$ cat src/rtl/led_mode_scheduler.sv
// led_mode_scheduler: shares an LED bank between NUM_SRC pattern sources, round-robin on button/dwell, with blank gaps.
// Optional feature: define LED_DIM_EN to add dim_level[3:0] and 16-step PWM dimming of the LED drive.
module led_mode_scheduler #(
    parameter int NUM_SRC     = 3,
    parameter int LED_WIDTH   = 4,
    parameter int TICK_DIV    = 25_000_000,
    parameter int DEB_CYCLES  = 1_000_000,
    parameter int DWELL_TICKS = 16,
    parameter int BLANK_TICKS = 2
) (
    input  logic                           clk,
    input  logic                           rst_n,
    input  logic                           btn,
    input  logic                           auto_mode,
    input  logic [NUM_SRC*LED_WIDTH-1:0]   src_led,
`ifdef LED_DIM_EN
    input  logic [3:0]                     dim_level,
`endif
    output logic                           tick,
    output logic [NUM_SRC-1:0]             src_enable,
    output logic [$clog2(NUM_SRC)-1:0]     mode,
    output logic [LED_WIDTH-1:0]           led
);
    localparam int DIV_W   = $clog2(TICK_DIV);
    localparam int DEB_W   = $clog2(DEB_CYCLES + 1);
    localparam int DWELL_W = $clog2(DWELL_TICKS + 1);
    localparam int BLANK_W = $clog2(BLANK_TICKS + 1);
    localparam int MW      = $clog2(NUM_SRC);

    typedef enum logic {BLANK, RUN} state_t;

    state_t               state_q, state_d;
    logic [DIV_W-1:0]     div_cnt_q, div_cnt_d;
    logic [1:0]           sync_q, sync_d;
    logic [DEB_W-1:0]     deb_cnt_q, deb_cnt_d;
    logic                 deb_q, deb_d, deb_prev_q, deb_prev_d;
    logic [BLANK_W-1:0]   blank_cnt_q, blank_cnt_d;
    logic [DWELL_W-1:0]   dwell_cnt_q, dwell_cnt_d;
    logic [MW-1:0]        mode_q, mode_d;
    logic [LED_WIDTH-1:0] led_q, led_d, pattern;
    logic                 btn_evt, deb_differ, dwell_exp, gate;
`ifdef LED_DIM_EN
    logic [3:0]           pwm_cnt_q, pwm_cnt_d;
`endif

    assign tick = (div_cnt_q == DIV_W'(TICK_DIV - 1));
    assign mode = mode_q;
    assign led  = led_q;

    // Prescaler, button synchroniser and debouncer with rising-edge event
    always_comb begin
        div_cnt_d  = tick ? '0 : div_cnt_q + 1'b1;
        sync_d     = {sync_q[0], btn};
        deb_differ = (sync_q[1] != deb_q);
        deb_cnt_d  = (deb_differ && deb_cnt_q != DEB_W'(DEB_CYCLES - 1)) ? deb_cnt_q + 1'b1 : '0;
        deb_d      = (deb_differ && deb_cnt_q == DEB_W'(DEB_CYCLES - 1)) ? sync_q[1] : deb_q;
        deb_prev_d = deb_q;
        btn_evt    = deb_q & ~deb_prev_q;
    end

    // BLANK/RUN sequencing, source selection and next LED value
    always_comb begin
        state_d     = state_q;
        mode_d      = mode_q;
        blank_cnt_d = blank_cnt_q;
        dwell_cnt_d = dwell_cnt_q;
        src_enable  = '0;
        led_d       = '0;
        dwell_exp   = 1'b0;
`ifdef LED_DIM_EN
        pwm_cnt_d   = pwm_cnt_q + 1'b1;
        gate        = (pwm_cnt_q < dim_level);
`else
        gate        = 1'b1;
`endif
        pattern     = src_led[mode_q*LED_WIDTH +: LED_WIDTH] & {LED_WIDTH{gate}};
        if (state_q == BLANK) begin
            if (tick) begin
                if (blank_cnt_q == BLANK_W'(BLANK_TICKS - 1)) begin
                    state_d     = RUN;
                    blank_cnt_d = '0;
                    dwell_cnt_d = '0;
                end else begin
                    blank_cnt_d = blank_cnt_q + 1'b1;
                end
            end
        end else begin
            src_enable = NUM_SRC'(1) << mode_q;
            dwell_exp  = auto_mode && tick && (dwell_cnt_q == DWELL_W'(DWELL_TICKS - 1));
            if (btn_evt || dwell_exp) begin
                mode_d      = (mode_q == MW'(NUM_SRC - 1)) ? '0 : mode_q + 1'b1;
                state_d     = BLANK;
                blank_cnt_d = '0;
            end else begin
                led_d = pattern;
                if (auto_mode && tick) dwell_cnt_d = dwell_cnt_q + 1'b1;
            end
        end
    end

    // State registers; asynchronous reset returns everything to dark/idle at once
    always_ff @(posedge clk or negedge rst_n) begin
        if (!rst_n) begin
            state_q     <= BLANK;
            div_cnt_q   <= '0;
            sync_q      <= '0;
            deb_cnt_q   <= '0;
            deb_q       <= 1'b0;
            deb_prev_q  <= 1'b0;
            blank_cnt_q <= '0;
            dwell_cnt_q <= '0;
            mode_q      <= '0;
            led_q       <= '0;
`ifdef LED_DIM_EN
            pwm_cnt_q   <= '0;
`endif
        end else begin
            state_q     <= state_d;
            div_cnt_q   <= div_cnt_d;
            sync_q      <= sync_d;
            deb_cnt_q   <= deb_cnt_d;
            deb_q       <= deb_d;
            deb_prev_q  <= deb_prev_d;
            blank_cnt_q <= blank_cnt_d;
            dwell_cnt_q <= dwell_cnt_d;
            mode_q      <= mode_d;
            led_q       <= led_d;
`ifdef LED_DIM_EN
            pwm_cnt_q   <= pwm_cnt_d;
`endif
        end
    end
endmodule
$ cat config.mk
export PLATFORM = sky130hd
export DESIGN_NAME = led_mode_scheduler
export DESIGN_NICKNAME = d
export VERILOG_FILES = /design/src/rtl/led_mode_scheduler.sv
export SDC_FILE = /design/constraint.sdc
export NUM_CORES = 1
export LEC_CHECK = 0
export CAP_MARGIN = 0
export CORE_UTILIZATION = 57
export CTS_CLUSTER_SIZE = 12
export DETAILED_ROUTE_END_ITERATION = 7
export GPL_ROUTABILITY_DRIVEN = 0
export PLACE_DENSITY_LB_ADDON = 0.3
export SYNTH_ARGS = -nofsm -noshare
export SYNTH_HDL_FRONTEND = slang
export SYNTH_SLANG_ARGS = --single-unit
$ cat constraint.sdc
create_clock -name clk -period 2.1 [get_ports clk]
set_input_delay 0.21 -clock clk [delete_from_list [all_inputs] [get_ports clk]]
set_output_delay 0.21 -clock clk [all_outputs]
set_load 0.005 [all_outputs]
# Yosys cells after proc, flatten, opt, wreduce, memory -nomap -nowiden
# Cells that the tools add are included.
# totals
latch_bits,0
elab_cells,58
ramBits,0
regBits,63
mem_bits_ro,0
out_inout_bits,10
inputBits,16
memories,0
# op_classes
n_bitwise,2
reduce_logical,10
order_cmp,0
multipliers,0
n_shift,2
div_mod_pow,0
add_sub_neg,5
muxes,19
n_eq_ne,10
# ops
cell,count
$add A25 B1 Y25 const B,1
$eq A25 B25 Y1 const B,1
$mux W25,1
$mux W5,5
$add A20 B1 Y20 const B,1
$eq A20 B20 Y1 const B,1
$mux W20,1
$ne A20 B20 Y1 const B,1
$shiftx A12 B5 Y4,1
$mux W2,5
$mux W4,2
$add A5 B1 Y5 const B,1
$eq A5 B4 Y1 const B,1
$add A2 B1 Y2 const B,2
$logic_and A1 B1 Y1,4
$mux W1,4
$ne A2 B1 Y1 const B,2
$reduce_and A2 Y1,2
$reduce_and A4 Y1,1
$reduce_bool A2 Y1,2
$mux W3,1
$shl A1 B2 Y3 const A,1
$eq A2 B1 Y1 const B,1
$eq A2 B2 Y1 const B,1
5 further kinds,5

# Depth between registers and ports, before layout
# Gate-level depths: netlist of the first run.
# logic_depth
word_depth,6
depth_mapped,7
depth_no_buf,7

# Least setup slack after synthesis of the first run
# OpenSTA, ideal clock, no wires.
# synth_path
kind,reg2reg
from,register div_cnt_q[0]
to,register blank_cnt_q[1]
period_less_slack_ps,1877
path_stages_with_launch,7
path_slack_ps,223
setup_time_ps,120
t_arrival_ps,1757
required_time_ps,1980
n_path_buf,1
path_cell_list,dfrtp_1 ha_1 nand2_1 or3_1 or3_1 buf_6 o211a_1
# synth_between
elab_chain_len,6
word_cells_on_any_way,7
cone_classes,eq/ne (2); reduce/logical (5)
# synth_lines
item,line,text
start: declaration,33,"logic [DIV_W-1:0] div_cnt_q, div_cnt_d;"
start signal: assignment,119,div_cnt_q <= div_cnt_d;
$eq A25 B25 Y1 *,46,assign tick = (div_cnt_q == DIV_W'(TICK_DIV - 1));
$logic_and A1 B1 Y1 (2 in a row),89,dwell_exp = auto_mode && tick && (dwell_cnt_q == DWELL_W'(DWELL_TICKS - 1));
$logic_or A1 B1 Y1,90,if (btn_evt || dwell_exp) begin
$ne A2 B1 Y1 (no line),n/a,
$reduce_and A2 Y1 (no line) *,n/a,
end signal: assignment,124,blank_cnt_q <= blank_cnt_d;
end: declaration,37,"logic [BLANK_W-1:0] blank_cnt_q, blank_cnt_d;"
# Every way passes the cells marked *; elsewhere a longest branch is shown, timed or not.
# A chain may end at the register's enable or synchronous reset.

# Worst setup path after layout of the first run
# layout_path
from,register div_cnt_q[0]
to,register dwell_cnt_q[4]
# layout_between
elab_chain_len,6
word_cells_on_any_way,8
cone_classes,eq/ne (3); reduce/logical (5)
# layout_lines
item,line,text
$eq A25 B25 Y1 *,46,
$logic_and A1 B1 Y1,"89, 96",
$logic_and A1 B1 Y1,89,
$logic_or A1 B1 Y1,90,
$ne A2 B2 Y1 (no line),n/a,
$reduce_and A4 Y1 (no line) *,n/a,
end signal: assignment,125,dwell_cnt_q <= dwell_cnt_d;
end: declaration,38,"logic [DWELL_W-1:0] dwell_cnt_q, dwell_cnt_d;"
# Marks and branches as above.

==> metrics.md, run 1 <==
| Metric | Value |
|---|---|
| Final clock skew | 7.56 ps |
| Synth Warn # | 0 |
| Mapped Nets | 328 |
| DP Wirelength | 4320 um |
| Setup crit end kind | flip-flop |
| Fin crit share | 93.8% |
| Final min period | 1970 ps |
| Vias per cell | 5.54 |
| Arr. time, crit path | 2190 ps |
| Final #Nets | 374 |
| Worst reg-to-reg setup slack | 130 ps |
| Starting density of the core | 59.6% |
| Pleak | 1.63 nW |
| Synth cell count leaders | 63 x dfrtp_1, 49 x nor2_1, 23 x nand3_1, 21 x nand2_1, 19 x xnor2_1 |
| Boundary pin count | 26 |
| Max-Cap Viols | 0 |
| Drt total wl | 6190 um |
| Slew margin rel. | 70.9% |
| Post-synthesis cell type count | 45 |
| Antenna Violating Nets Remaining | 0 |
| Outcome | complete, no violations |
| Placement row count | 26 |
| Routed len/inst | 14.4 um |
| Initial antenna violation count | 0 |
| Clk slew on worst S/H paths | 70 ps |
| Final setup viols | 0 |
| Via count | 2378 |
| Worst r2r path cells | 6 |
| TritonCTS Buffers | 9 |
| Number of global-route vias before repair | 2298 |
| Worst Path Required | 2320 ps |
| Syn avg cell area | 10.0 sq um |
| Worst setup SP type | flip-flop |
| F_max | 0.508 GHz |
| Final Hold Viols | 0 |
| # port buffers | 25 |
| Post-CTS Setup Bufs | 0 |
| Critical Path Fanout Max | 11 |
| Gr usage total | 24.2% |
| Syn Inst Count | 308 |
| First-pass GRT wire length | 10200 um |
| Clock latency at the later pin of the worst-skew pair | 340 ps |
| Final Slew Violations | 0 |
| Synthesis-stage register bit count | 63 |
| Total power | 0.00240 W |
| DR iter-0 viols | 104 |
| Max clock buf depth | 2 |
| Most frequent cell after synthesis | dfrtp_1 |
| Synth top area share | 51.1% |
| Worst hold endpoint | sync_q[0] |
| Final Util | 72.3% |
| Total iterations of the first detailed-routing run | 4 |
| Die width | 75.6 um |
| DIE AREA | 5710 sq um |
| Area Growth Syn to Fin | 21.3% |
| GRT Residual Overflow | 0 |
| Setup TNS | 0 ps |
| Die Y | 75.6 um |
| Root Driver | clkbuf_8 |
| Post-synth EDFFs | 0 |
| Seq/Total Area, Yosys | 51.1% |
| Worst slew pin tran | 436 ps |
| FF-to-FF End | dwell_cnt_q[4] |
| RSZ-0062 raised after global routing | no |
| Worst r2r src | div_cnt_q[0] |
| DRC viols | 0 |
| Synthesized area | 3080 sq um |
| Yosys top cell by area | dfrtp_1 |
| Main area contributors after synthesis | dfrtp_1 51%, nor2_1 6.0%, xnor2_1 5.4%, xor2_1 4.8%, nand3_1 3.7% |
| Pwr Density | 640 nW/um^2 |
| Core ar. | 5170 sq um |
| Total number of H-tree levels | 3 |
| Post-synth top flop | dfrtp_1 |
| N_diodes | 0 |
| Sinks on Clock Net | 63 |
| HP Class | in -> reg |
| Crit Path Category | reg -> reg |
| Hold path cells | 1 |
| Min-Delay Startpoint | btn |
| Worst vdd ir | 437 uV |
| Layout cell share with drive strength beyond 1 | 13.4% |
| Asr flop ratio synth | 100% |
| CTS tree | done |
| Largest net degree at the start of global routing | 24 |
-- logic make-up (layout without fill, tap and decap cells) --
family,Yosys count,count (layout),synth area share (%)
adders and majority gates,4,4,1.62
muxes,7,7,2.39
DFF,63,63,51.1
and+or+nand+nor,154,154,26.6
AOI/OAI and AO/OA,29,29,5.84
xor gates and xnor gates,36,36,10.2
buffers and inverters,15,66,2.19
-- worst max path at each step --
stage            startpoint              to  cells past startpoint
6_report       div_cnt_q[0]  dwell_cnt_q[4]                      6
2_1_floorplan  div_cnt_q[0]  blank_cnt_q[1]                      6
3_3_place_gp   div_cnt_q[0]  dwell_cnt_q[0]                      6
3_5_place_dp   div_cnt_q[0]         mode[1]                      6
5_1_grt        div_cnt_q[0]  dwell_cnt_q[0]                      6
4_1_cts        div_cnt_q[0]         mode[1]                      6
-- registers in the layout, indices dropped and copies added (netlist names) --
register / flops
div_cnt_q: 25
mode: 2
dwell_cnt_q: 5
deb_cnt_q: 20
state_q: 1
deb_prev_q: 1
led: 4
blank_cnt_q: 2
sync_q: 2
deb_prev_d: 1
-- routing by layer --
metal	up-vias	global-route usage (%)	wire [um]
li1	1164	-	-
met3	8	7.67	238
met5	-	0	0
met4	0	6.58	55
met2	45	39.8	3100
met1	1161	31.2	2790
-- what timing repair did --
action                     in CTS  in global routing
hold endpoints to repair       18                  0
setup endpoints to repair       1                 15
gates resized for setup         3                  3
hold buffers                    1                  0
-- critical path: stages (launching register included) --
cell	delay, ps
dfrtp_1	410
ha_1	240
nand2_1	110
or3_1	420
or3_4	420
o21ai_1	180
o21ai_1	90
-- layout make-up --
class,instances,area [sq um]
Multi-Input combinational cell,230,1460
Clock buffer,10,138
Clock inverter,6,70.1
Fill cell,364,1430
Inverter,8,30.0
Timing Repair Buffer,42,374
Sequential cell,63,1580
Tap cell,70,87.6
-- placed cells by master, fill, tap and decap left out, types with 2 or more instances in the layout --
cell type and instances:
o21ai_0 5, mux2_2 3, mux2i_1 4, nor4b_1 4, clkbuf_8 10, buf_4 16, nor2_1 49, clkinvlp_4 3
nor3_1 6, and2_1 5, nand3b_1 2, clkinv_4 2, nand2b_1 2, nor4_2 4, dfrtp_1 62, nand2_1 21
xnor2_1 19, nand4_1 8, xor2_1 17, nor2b_1 3, a21oi_1 7, clkdlybuf4s50_1 23, nand3_1 23, ha_1 4
and3_1 7, o21ai_1 6, nor4_1 3, o31ai_1 3, inv_1 8, or3_1 3, and4_1 4, o211ai_1 2
-- power breakdown --
part	switching, W	total (W)	leakage, nW	internal (W)
clock network	0.000490	0.00107	0.0947	0.000584
registers	0.00000552	0.00123	0.832	0.00122
logic	0.0000484	0.0000933	0.699	0.0000450
-- per-stage QoR --
stage / std cells / hold slack [ps] / worst slack, ps / area [sq um]
6_report: 429 / 317 / 130 / 3740
5_1_grt: 429 / 303 / 21.1 / 3740
4_1_cts: 429 / 306 / 47.9 / 3730
3_5_place_dp: 412 / 177 / 50.0 / 3500
3_3_place_gp: 412 / 173 / 105 / 3500
2_1_floorplan: 308 / -85.6 / 223 / 3080
Power figures use the tool's default switching activity.
==> run 2, diff against run 1 <==
--- a/config.mk
+++ b/config.mk
@@ -6,7 +6,7 @@
 export NUM_CORES = 1
 export LEC_CHECK = 0
 export CAP_MARGIN = 0
-export CORE_UTILIZATION = 57
+export CORE_UTILIZATION = 35
 export CTS_CLUSTER_SIZE = 12
 export DETAILED_ROUTE_END_ITERATION = 7
 export GPL_ROUTABILITY_DRIVEN = 0
==> metrics.md, run 2 (same netlist as run 1, synthesis figures left out) <==
| Metric | Value |
|---|---|
| Setup crit end kind | output pin |
| Routed len/inst | 13.5 um |
| Core ar. | 8380 sq um |
| DRC viols | 0 |
| Vias per cell | 5.10 |
| Worst Path Required | 1890 ps |
| DR iter-0 viols | 78 |
| Critical Path Fanout Max | 11 |
| Antenna Violating Nets Remaining | 0 |
| Arr. time, crit path | 1780 ps |
| Commonest cells after routing, fill and taps aside | 63 x dfrtp_1, 49 x nor2_1, 23 x nand3_1, 23 x clkdlybuf4s50_1, 21 x nand2_1 |
| Final Hold Viols | 0 |
| F_max | 0.503 GHz |
| Via count | 2388 |
| Area Growth Syn to Fin | 25.0% |
| CTS tree | done |
| Total number of H-tree levels | 3 |
| HP Class | in -> reg |
| Starting density of the core | 36.8% |
| Worst slew pin tran | 429 ps |
| GRT met3 Usage | 4.98% |
| GR peak layer | met2 |
| Final #Nets | 378 |
| Clk slew on worst S/H paths | 70 ps |
| Setup TNS | 0 ps |
| Worst setup SP type | flip-flop |
| Pleak | 1.67 nW |
| Total iterations of the first detailed-routing run | 4 |
| Max clock buf depth | 2 |
| Gr usage total | 15.7% |
| Die Y | 95.9 um |
| Sinks on Clock Net | 63 |
| Boundary pin count | 26 |
| Root Driver | clkbuf_8 |
| Clock latency at the later pin of the worst-skew pair | 330 ps |
| Post-DP Area | 3590 sq um |
| # fillers | 815 |
| Worst vdd ir | 298 uV |
| Max-Cap Viols | 0 |
| Final clock skew | 8.59 ps |
| Worst r2r path cells | 8 |
| Layout cell share with drive strength beyond 1 | 14.3% |
| Die width | 95.9 um |
| Initial antenna violation count | 0 |
| Final Slew Violations | 0 |
| Met2 Resource Use GR | 25.6% |
| Crit Path Category | reg -> out |
| Post-Layout Inst Area | 3860 sq um |
| GRT Residual Overflow | 0 |
| Number of global-route vias before repair | 2332 |
| Most flops, register | div_cnt_q |
| Final setup viols | 0 |
| Outcome | complete, no violations |
| DP Wirelength | 4330 um |
| Biggest regs | div_cnt_q x25, deb_cnt_q x20, dwell_cnt_q x5 |
| Fin crit share | 94.7% |
| Commonest non-fill, non-tap cell in the layout | dfrtp_1 |
| WHS | 316 ps |
| Drt total wl | 6330 um |
| TritonCTS Buffers | 9 |
| Total power | 0.00245 W |
| DIE AREA | 9190 sq um |
| Hold path cells | 1 |
| Final min period | 1990 ps |
| Met1 usage | 19.9% |
| Largest net degree at the start of global routing | 64 |
| Placement row count | 33 |
| Max reg flops | 25 |
| N_diodes | 0 |
| First-pass GRT wire length | 11000 um |
| Slew margin rel. | 71.4% |
| RSZ-0062 raised after global routing | no |
| Post-CTS Setup Bufs | 0 |
| # port buffers | 25 |
| Pwr Density | 634 nW/um^2 |
run 2: changes by cell type in the layout (fill, tap and decap cells not counted), moves of 2 or more:
cell        before  now
clkinvlp_4       3    0
clkinv_4         2    0
clkinv_2         0    2
clkbuf_1         0    3
buf_4           16   19
run 2: metal layers:
layer,vias to the layer above,wire [um]
li1,1178,-
met2,41,3070
met5,-,0
met1,1163,2930
met3,6,277
met4,0,50
run 2: stage by stage:
step | util (%) | setup WS [ps] | std cells
floorplan | - | 223 | 308
global placement | 42.8 | 65.8 | 451
detailed placement | 42.8 | -40.3 | 451
CTS | 45.6 | 0.994 | 468
global route | 46.0 | 1.34 | 468
finish | 46.0 | 112 | 468
run 2: path summary, 6_finish.rpt:
check                                    start       endpoint  slack, ps
worst min-delay path                       btn      sync_q[0]        320
worst max register to register  dwell_cnt_q[0]        mode[0]        150
min in group asynchronous                rst_n         led[1]        420
max in group asynchronous                rst_n   div_cnt_q[9]       1400
worst min register to register       sync_q[0]      sync_q[1]        390
worst max-delay path                   mode[0]  src_enable[1]        110
run 2: timing repair:
action                                  4_1_cts  5_1_grt
hold buffers                                  1        0
resized for setup                             5        7
endpoints found under the setup margin        3       17
endpoints found under the hold margin        63        0
pin swaps                                     1        0
run 2: worst max-delay path, cell delays in order (launching register included):
cell	delay [ps]
dfrtp_1	610
nor2b_1	210
and2_1	140
clkdlybuf4s50_1	490
run 2: final cells by class:
class	count	area, sq um	share of cell area (%)
tap	105	131	3.41
inverter	8	30.0	0.779
clock buffer	12	135	3.50
clock inverter	4	70.1	1.82
timing repair buffer	46	417	10.8
multi-input combinational	230	1500	38.8
sequential	63	1580	40.9
run 2: power by group:
part | internal [W] | switching, W | total, W | leakage (nW)
clock network | 0.000666 | 0.000454 | 0.00112 | 0.104
registers | 0.00122 | 0.00000574 | 0.00123 | 0.834
logic | 0.0000474 | 0.0000483 | 0.0000957 | 0.730
==> run 3, diff against run 2 <==
==> constraint.sdc (replaced) <==
create_clock -name clk -period 1.7 [get_ports clk]
set_input_delay 0.17 -clock clk [delete_from_list [all_inputs] [get_ports clk]]
set_output_delay 0.17 -clock clk [all_outputs]
set_load 0.005 [all_outputs]
==> metrics.md, run 3 (same netlist as run 1, synthesis figures left out) <==
| Metric | Value |
|---|---|
| Via count | 2645 |
| Max clock buf depth | 2 |
| Critical Path Fanout Max | 2 |
| N_diodes | 0 |
| Die Y | 95.9 um |
| Final clock skew | 7.43 ps |
| Post-route setup slack | -151 ps |
| Max-Cap Viols | 0 |
| Core ar. | 8380 sq um |
| Sequential power share | 47.7% |
| GRT Residual Overflow | 0 |
| Final #Nets | 442 |
| Gr usage total | 17.5% |
| Commonest non-fill, non-tap cell in the layout | buf_4 |
| Largest net degree at the start of global routing | 64 |
| Arr. time, crit path | 1680 ps |
| Worst slew pin tran | 338 ps |
| Layout cell share with drive strength beyond 1 | 39.0% |
| RSZ-0062 raised after global routing | yes |
| Worst vdd ir | 465 uV |
| Power share of the combinational group | 4.3% |
| Total number of H-tree levels | 3 |
| Post-DP Area | 3970 sq um |
| CTS tree | done |
| Drt total wl | 7380 um |
| DIE AREA | 9190 sq um |
| Worst Path Required | 1530 ps |
| Biggest regs | div_cnt_q x25, deb_cnt_q x20, dwell_cnt_q x5 |
| Clock power share | 48.0% |
| Root Driver | clkbuf_8 |
| Setup TNS | -1370 ps |
| Placement row count | 33 |
| TritonCTS Buffers | 9 |
| Clk slew on worst S/H paths | 70 ps |
| Total power | 0.00318 W |
| Area Growth Syn to Fin | 53.6% |
| Cell chain of the critical path | nor4_4 > nand3b_1 > nor4_2 > buf_2 |
| DP Wirelength | 4750 um |
| Antenna Violating Nets Remaining | 0 |
| Post-Layout Inst Area | 4740 sq um |
| Setup crit end kind | output pin |
| Pwr Density | 671 nW/um^2 |
| Die width | 95.9 um |
| DR iter-0 viols | 81 |
| Commonest cells after routing, fill and taps aside | 70 x buf_4, 59 x dfrtp_1, 37 x nor2_1 |
| Switching Fraction | 19.9% |
| # port buffers | 25 |
| Initial antenna violation count | 0 |
| Worst setup SP type | flip-flop |
| Cell internal pwr | 0.00255 W |
| Failing checks | negative setup slack |
| Slew margin rel. | 77.5% |
| F_max | 0.540 GHz |
| Sinks on Clock Net | 63 |
| Routed len/inst | 13.9 um |
| Starting density of the core | 36.8% |
| Outcome | finished, violations left |
| Pleak | 2.14 nW |
| Max reg flops | 25 |
| HP Class | in -> reg |
| Fin crit share | 109% |
| Final Hold Viols | 0 |
| First-pass GRT wire length | 12200 um |
| Boundary pin count | 26 |
| Final setup viols | 24 |
| Total iterations of the first detailed-routing run | 4 |
| Most flops, register | div_cnt_q |
| Crit Path Category | reg -> out |
| Vias per cell | 4.98 |
| # fillers | 723 |
| Delay of the slowest critical-path stage | 410 ps |
| Number of global-route vias before repair | 2732 |
| Final Slew Violations | 0 |
| DRC viols | 0 |
| CP max stage cell | dfrtp_1 |
| NetSw | 0.000632 W |
| Final min period | 1850 ps |
| Clock latency at the later pin of the worst-skew pair | 340 ps |
run 3: changes by cell type in the layout (fill, tap and decap cells not counted), moves of 6 or more:
cell and delta:
nor2_2 +6, nor2_1 -12, nand3_2 +6, nor2_4 +6
nand3_1 -7, buf_4 +51, buf_6 +9
run 3: stage by stage:
step | worst slack (ps) | cells | util, % | hold WS (ps)
after floorplan | -59.5 | 308 | - | -126
after global placement | -223 | 493 | 47.3 | 210
after detailed placement | -299 | 493 | 47.3 | 210
after CTS | -119 | 524 | 53.5 | 270
after global routing | -227 | 531 | 56.5 | 294
final | -151 | 531 | 56.5 | 287
run 3: final timing paths:
| check | startpoint | end | slack (ps) | depth (start not counted) |
|---|---|---|---|---|
| worst min register to register | sync_q[0] | sync_q[1] | 360 | 0 |
| worst min-delay path | btn | sync_q[0] | 290 | 1 |
| max in group asynchronous | rst_n | div_cnt_q[17] | 1030 | 3 |
| worst max-delay path | div_cnt_q[10] | tick | -150 | 4 |
| min in group asynchronous | rst_n | led[0] | 380 | 3 |
| worst max register to register | div_cnt_q[1] | mode[1] | -120 | 6 |
run 3: layout make-up:
cell class | instances | area, sq um | share of cell area (%)
clock buffer | 11 | 131 | 2.77
sequential | 63 | 1580 | 33.4
timing repair buffer | 109 | 957 | 20.2
inverter | 8 | 30.0 | 0.634
multi-input combinational | 231 | 1810 | 38.2
tap | 105 | 131 | 2.77
clock inverter | 4 | 95.1 | 2.01
run 3: per-layer routing:
| layer | global-route usage (%) | routed length [um] | vias up |
|---|---|---|---|
| li1 | - | - | 1302 |
| met1 | 20.8 | 3240 | 1300 |
| met2 | 31.1 | 3870 | 35 |
| met3 | 3.55 | 178 | 8 |
| met4 | 6.72 | 90 | 0 |
| met5 | 0 | 0 | - |
run 3: power by group through the flow:
| stage | Combinational, W | Clock, W | Sequential (W) |
|---|---|---|---|
| global route | 0.000154 | 0.00163 | 0.00152 |
| finish | 0.000136 | 0.00153 | 0.00152 |
| global placement | 0.000131 | 0 | 0.00154 |
| CTS | 0.000137 | 0.00157 | 0.00152 |
| detailed placement | 0.000133 | 0 | 0.00155 |
| floorplan | 0.0000329 | 0 | 0.00155 |
run 3: worst max-delay path: cells and delay by family, from the launching register on:
family                 cells  cell delay (ps)
and+or+nand+nor            3              760
DFF                        1              410
buffers and inverters      1              170
run 3: timing repair:
item | CTS | global route
resized for setup | 43 | 43
setup buffers | 14 | 7
cloned | 1 | 1
pin swaps | 26 | 31
hold buffers | 1 | 0
endpoints found under the setup margin | 48 | 53
hold endpoints to repair | 63 | 0
